### config.mk
export PLATFORM = sky130hd
export DESIGN_NAME = regfile_port_arbiter
export DESIGN_NICKNAME = d
export VERILOG_FILES = /design/src/rtl/regfile_port_arbiter.sv
export SDC_FILE = /design/constraint.sdc
export NUM_CORES = 1
export LEC_CHECK = 0
export ABC_AREA = 0
export CAP_MARGIN = 20
export CORE_MARGIN = 2
export CORE_UTILIZATION = 40
export DETAILED_ROUTE_END_ITERATION = 12
export GPL_ROUTABILITY_DRIVEN = 0
export PLACE_DENSITY = 0.79
export SETUP_SLACK_MARGIN = 0.5
export SYNTH_ARGS = -nofsm -noshare
export SYNTH_HDL_FRONTEND = slang
export SYNTH_SLANG_ARGS = --single-unit
### constraint.sdc
create_clock -name PCLK -period 2.4 [get_ports PCLK]
set_clock_uncertainty 0.2 [all_clocks]
set_input_delay 0.48 -clock PCLK [delete_from_list [all_inputs] [get_ports PCLK]]
set_output_delay 0.48 -clock PCLK [all_outputs]
set_load 0.02 [all_outputs]
### src/rtl/regfile_port_arbiter.sv
// Arbiter for register-file port A: WB writeback, ID rs read and debug register reads.
// A debug read steals the port for one stalled cycle, immediately if the pipeline is frozen.
module regfile_port_arbiter #(
    parameter int unsigned MAX_WAIT = 8,
    parameter int unsigned CNT_W    = 4
) (
    input  logic        PCLK,
    input  logic        RST,
    input  logic        pipe_run,
    input  logic [3:0]  id_ra1,
    output logic [15:0] id_rd1,
    input  logic        wb_we,
    input  logic [3:0]  wb_wa,
    input  logic [15:0] wb_wd,
    input  logic        dbg_req,
    input  logic [3:0]  dbg_ra,
    output logic        dbg_grant,
    output logic [15:0] dbg_rd,
    output logic [3:0]  rf_a1,
    output logic        rf_we,
    output logic [15:0] rf_wd,
    input  logic [15:0] rf_rd1,
    output logic        stall,
    output logic [15:0] stall_cycles
);

    typedef enum logic [1:0] {
        IDLE  = 2'd0,
        WAIT  = 2'd1,
        READ  = 2'd2,
        GRANT = 2'd3
    } state_t;

    state_t           state;
    logic [CNT_W-1:0] wait_cnt;
    logic [3:0]       ra_q;

    // Port A mux; a WB write blocked in READ re-issues after the stall releases MEMWB
    always_comb begin
        rf_a1 = id_ra1;
        rf_we = 1'b0;
        if (state == READ) begin
            rf_a1 = ra_q;
        end else if (wb_we) begin
            rf_a1 = wb_wa;
            rf_we = 1'b1;
        end
    end

    assign rf_wd  = wb_wd;
    assign id_rd1 = rf_rd1;

    // stall and dbg_grant are loaded with the decode of the next state
    always_ff @(posedge PCLK) begin
        if (RST) begin
            state        <= IDLE;
            wait_cnt     <= '0;
            ra_q         <= 4'd0;
            dbg_grant    <= 1'b0;
            dbg_rd       <= 16'd0;
            stall        <= 1'b0;
            stall_cycles <= 16'd0;
        end else begin
            if (stall && (stall_cycles != 16'hFFFF))
                stall_cycles <= stall_cycles + 16'd1;

            case (state)
                IDLE: begin
                    if (dbg_req) begin
                        ra_q     <= dbg_ra;
                        wait_cnt <= '0;
                        state    <= WAIT;
                    end
                end
                WAIT: begin
                    if (!dbg_req) begin
                        state <= IDLE;
                    end else if (!pipe_run || (wait_cnt == CNT_W'(MAX_WAIT))) begin
                        state <= READ;
                        stall <= 1'b1;
                    end else begin
                        wait_cnt <= wait_cnt + CNT_W'(1);
                    end
                end
                READ: begin
                    dbg_rd <= rf_rd1;
                    stall  <= 1'b0;
                    if (dbg_req) begin
                        state     <= GRANT;
                        dbg_grant <= 1'b1;
                    end else begin
                        state <= IDLE;
                    end
                end
                GRANT: begin
                    if (!dbg_req) begin
                        state     <= IDLE;
                        dbg_grant <= 1'b0;
                    end
                end
                default: begin
                    state     <= IDLE;
                    stall     <= 1'b0;
                    dbg_grant <= 1'b0;
                end
            endcase
        end
    end

endmodule

==> results.yml <==
synthesis:
  ys_seq_elements: 44
  synth.distinct_cells: 41
  postSynthAreaPerCell_sq_um: 8.05
  synth_area_sq_um: 2280
  synthCells: 283
  synth_seq_area_share_pct: 38.7
  synth_nets: 335
  synth_edf_count: 0
  ys.flop_type: "dfxtp_1"
  ys.warnings.count: 0
  ys_async_sr_fraction_pct: 0
sta:
  final.min_clock_period_ns: 1.92
  grt_setup_unrepaired: "yes"
  slew_violations: 0
  worstMarginPinSlew_ns: 0.449
  fmax_ghz: 0.521
  post-route-period-util_pct: 80.0
  hold_viol_final: 0
  setup_viol: 0
  finalWorstSetupSlack_ns: 0.480
  slew_headroom_pct: 70.0
route:
  postRouteAntennaNets: 0
  wl_um: 5770
  vias: 2153
  drt-initial-drc-count: 122
  viasPerCell: 5.14
  drc: 0
  wl_per_cell_um: 13.8
  drtPass1Iterations: 4
cts:
  htreeDepth: 2
  max-clock-path-buffers: 2
  clk_latency_ns: 0.30
  cts_buffers: 5
  cts_sinks: 44
  cts_tree: "built"
  root_buffer: "clkbuf_8"
  clk_pin_slew_ns: 0.08
global_routing:
  grt_pass1_wl_um: 8870
  antenna_found_initial: 0
  gr-total-overflow: 0
  grt_pass1_vias: 1979
  grt_max_degree: 43
  grt_use_total_pct: 17.4
critical_path:
  cp-end-kind: "output port"
  critPathMaxFanout: 10
  cp_slowest_cell: "dfxtp_2"
  reg2reg_slack_ns: 0.59
  critical_path_class: "reg2out"
  start_kind: "flop"
  cp_data_required_time_ns: 1.72
  worst_path_largest_cell_delay_ns: 0.34
  path_cells: "nor2b_4 -> buf_12 -> nand2_1 -> o21ai_1 -> buf_4"
  cp_data_arrival_time_ns: 1.24
power:
  irDropWorstVdd_v: 0.000256
  powerDensity_nw_per_um2: 449
  power_uw: 1410
  p_leak_uw: 0.00138
finish:
  drive_above_1_share_pct: 21.6
  multi_input_area_sq_um: 1160
  antenna_cells: 0
  regArea_sq_um: 896
  n_fill_cell: 507
  nets: 398
  design_area_sq_um: 3150
  area_growth_pct: 38.2
die:
  io_pins: 120
  core_area_sq_um: 5510
  die_height_um: 79.5
  rows: 27
  die_x_um: 79.5
  start_util_pct: 41.4
  die_area_sq_um: 6320
placement:
  place_ws_ns: -0.278
  place_area_sq_um: 3030
  io_buffers: 87
  post-dp-hpwl_um: 4120
job:
  maxCapViolations: 0
hold_path:
  min_path_type: "reg2reg"
status:
  status: "finished, final reports clean"
synthesized netlist by cell type (all sizes together) (2+ instances only):
library cell | number | area [sq um]
mux2 | 3 | 33.8
a21boi | 2 | 15.0
mux2i | 6 | 60.1
nand2b | 3 | 18.8
a21oi | 36 | 180
dfxtp | 44 | 881
inv | 5 | 18.8
o21ai | 14 | 70.1
buf | 36 | 256
nand2 | 52 | 195
or4 | 4 | 31.3
nand4 | 4 | 46.3
and3 | 2 | 12.5
and2 | 2 | 12.5
nor2b | 6 | 37.5
nand3 | 10 | 50.1
clkbuf | 9 | 33.8
o31ai | 3 | 22.5
o41ai | 3 | 26.3
or3 | 4 | 26.3
nor4 | 3 | 33.8
a211oi | 2 | 15.0
nor2 | 15 | 56.3
nor3 | 4 | 25.0
nand3b | 2 | 15.0
ha | 3 | 37.5
sequential cells by signal (all words and copies together) (netlist names):
| signal | cells |
|---|---|
| stall_cycles | 16 |
| wait_cnt | 4 |
| stall | 1 |
| dbg_grant | 1 |
| dbg_rd | 16 |
| state | 2 |
| ra_q | 4 |
power by group:
group | internal [uW] | switching [uW] | leakage, uW
Clock | 203 | 262 | 0.0000479
Sequential | 741 | 8.69 | 0.000361
Combinational | 99.0 | 99.9 | 0.000975
what timing repair did:
| action | 4_1_cts | 5_1_grt |
|---|---|---|
| setup endpoints to repair | 63 | 18 |
| gates resized for setup | 137 | 21 |
| cloned | 1 | 0 |
| hold buffers | 0 | 0 |
| endpoints found under the hold margin | 0 | 0 |
| pin swaps | 4 | 2 |
| setup buffers | 3 | 4 |
cell type report:
cell class / instances / share of cell area (%)
Multi-Input combinational cell: 189 / 36.8
Inverter: 5 / 0.596
Timing Repair Buffer: 101 / 28.5
Sequential cell: 44 / 28.5
Tap cell: 72 / 2.86
Clock inverter: 3 / 0.596
Clock buffer: 5 / 2.19
metrics by stage:
step / std cells / hold slack, ns / setup TNS, ns / utilization [%]
3_3_place_gp: 403 / 0.241 / -1.05 / 55.0
6_report: 419 / 0.253 / 0 / 57.2
3_5_place_dp: 403 / 0.247 / -1.22 / 55.0
2_1_floorplan: 283 / 0.254 / 0 / -
5_1_grt: 419 / 0.281 / 0 / 57.2
4_1_cts: 415 / 0.257 / 0 / 56.2
metal layers:
metal  vias to the layer above  track usage, %  part of all wire, %
li1                       1078               -                    -
met1                       989            19.4                   41
met2                        79            31.8                   49
met3                         7            5.20                  9.2
met4                         0            5.00                 0.99
met5                         -               0                    0
worst paths after layout:
kind,endpoint,startpoint,depth (start not counted)
worst max-delay path,rf_a1[0],state[1],5
worst min-delay path,dbg_rd[11],dbg_rd[11],2
worst max register to register,stall_cycles[6],stall_cycles[9],5
worst min register to register,dbg_rd[11],dbg_rd[11],2
worst max-delay path: cells and delay by family, from the launching register on:
family          cells  cell delay (ns)
compound gates      1             0.08
buf+inv             2             0.30
flops               1             0.34
simple gates        2             0.22
cell families after synthesis:
logic type,count (synthesis),share of synthesized area (%)
AND/OR/NAND/NOR,114,26.6
AO/OA/AOI/OAI,63,15.4
buffers and inverters,50,13.6
flip-flops,44,38.7
multiplexers,9,4.12
adder cells (fa/ha/maj),3,1.65
layout by cell type (no fill, tap or decap), types with 2 or more instances in the layout:
cell             synthesis  layout
nand2_1                 52      52
inv_1                    5       5
nor2b_1                  6       5
dlygate4sd2_1            0      40
nor3_1                   3       3
mux2i_1                  6       6
dlymetal6s2s_1           0       2
dfxtp_1                 44      34
nor2_1                  15      14
nand4_1                  2       2
o21ai_1                  0       4
dfxtp_2                  0       9
buf_2                    1      16
o21ai_0                 14      10
mux2_2                   3       3
buf_4                   32      14
nand2b_1                 3       2
ha_1                     3       2
clkinv_2                 0       2
buf_6                    0       2
a21oi_1                 36      36
nand3_2                  0       2
clkbuf_8                 0       5
o41ai_1                  3       3
clkdlybuf4s50_1          0      23
and3_1                   2       2
o31ai_1                  3       3
nand4_4                  1       2
nand3b_1                 2       2
nand3_1                 10       8
or3_1                    3       3
buf_12                   0       2
or4_1                    3       3
a21boi_1                 1       2
No activity file was read; power rests on OpenSTA's default activity.
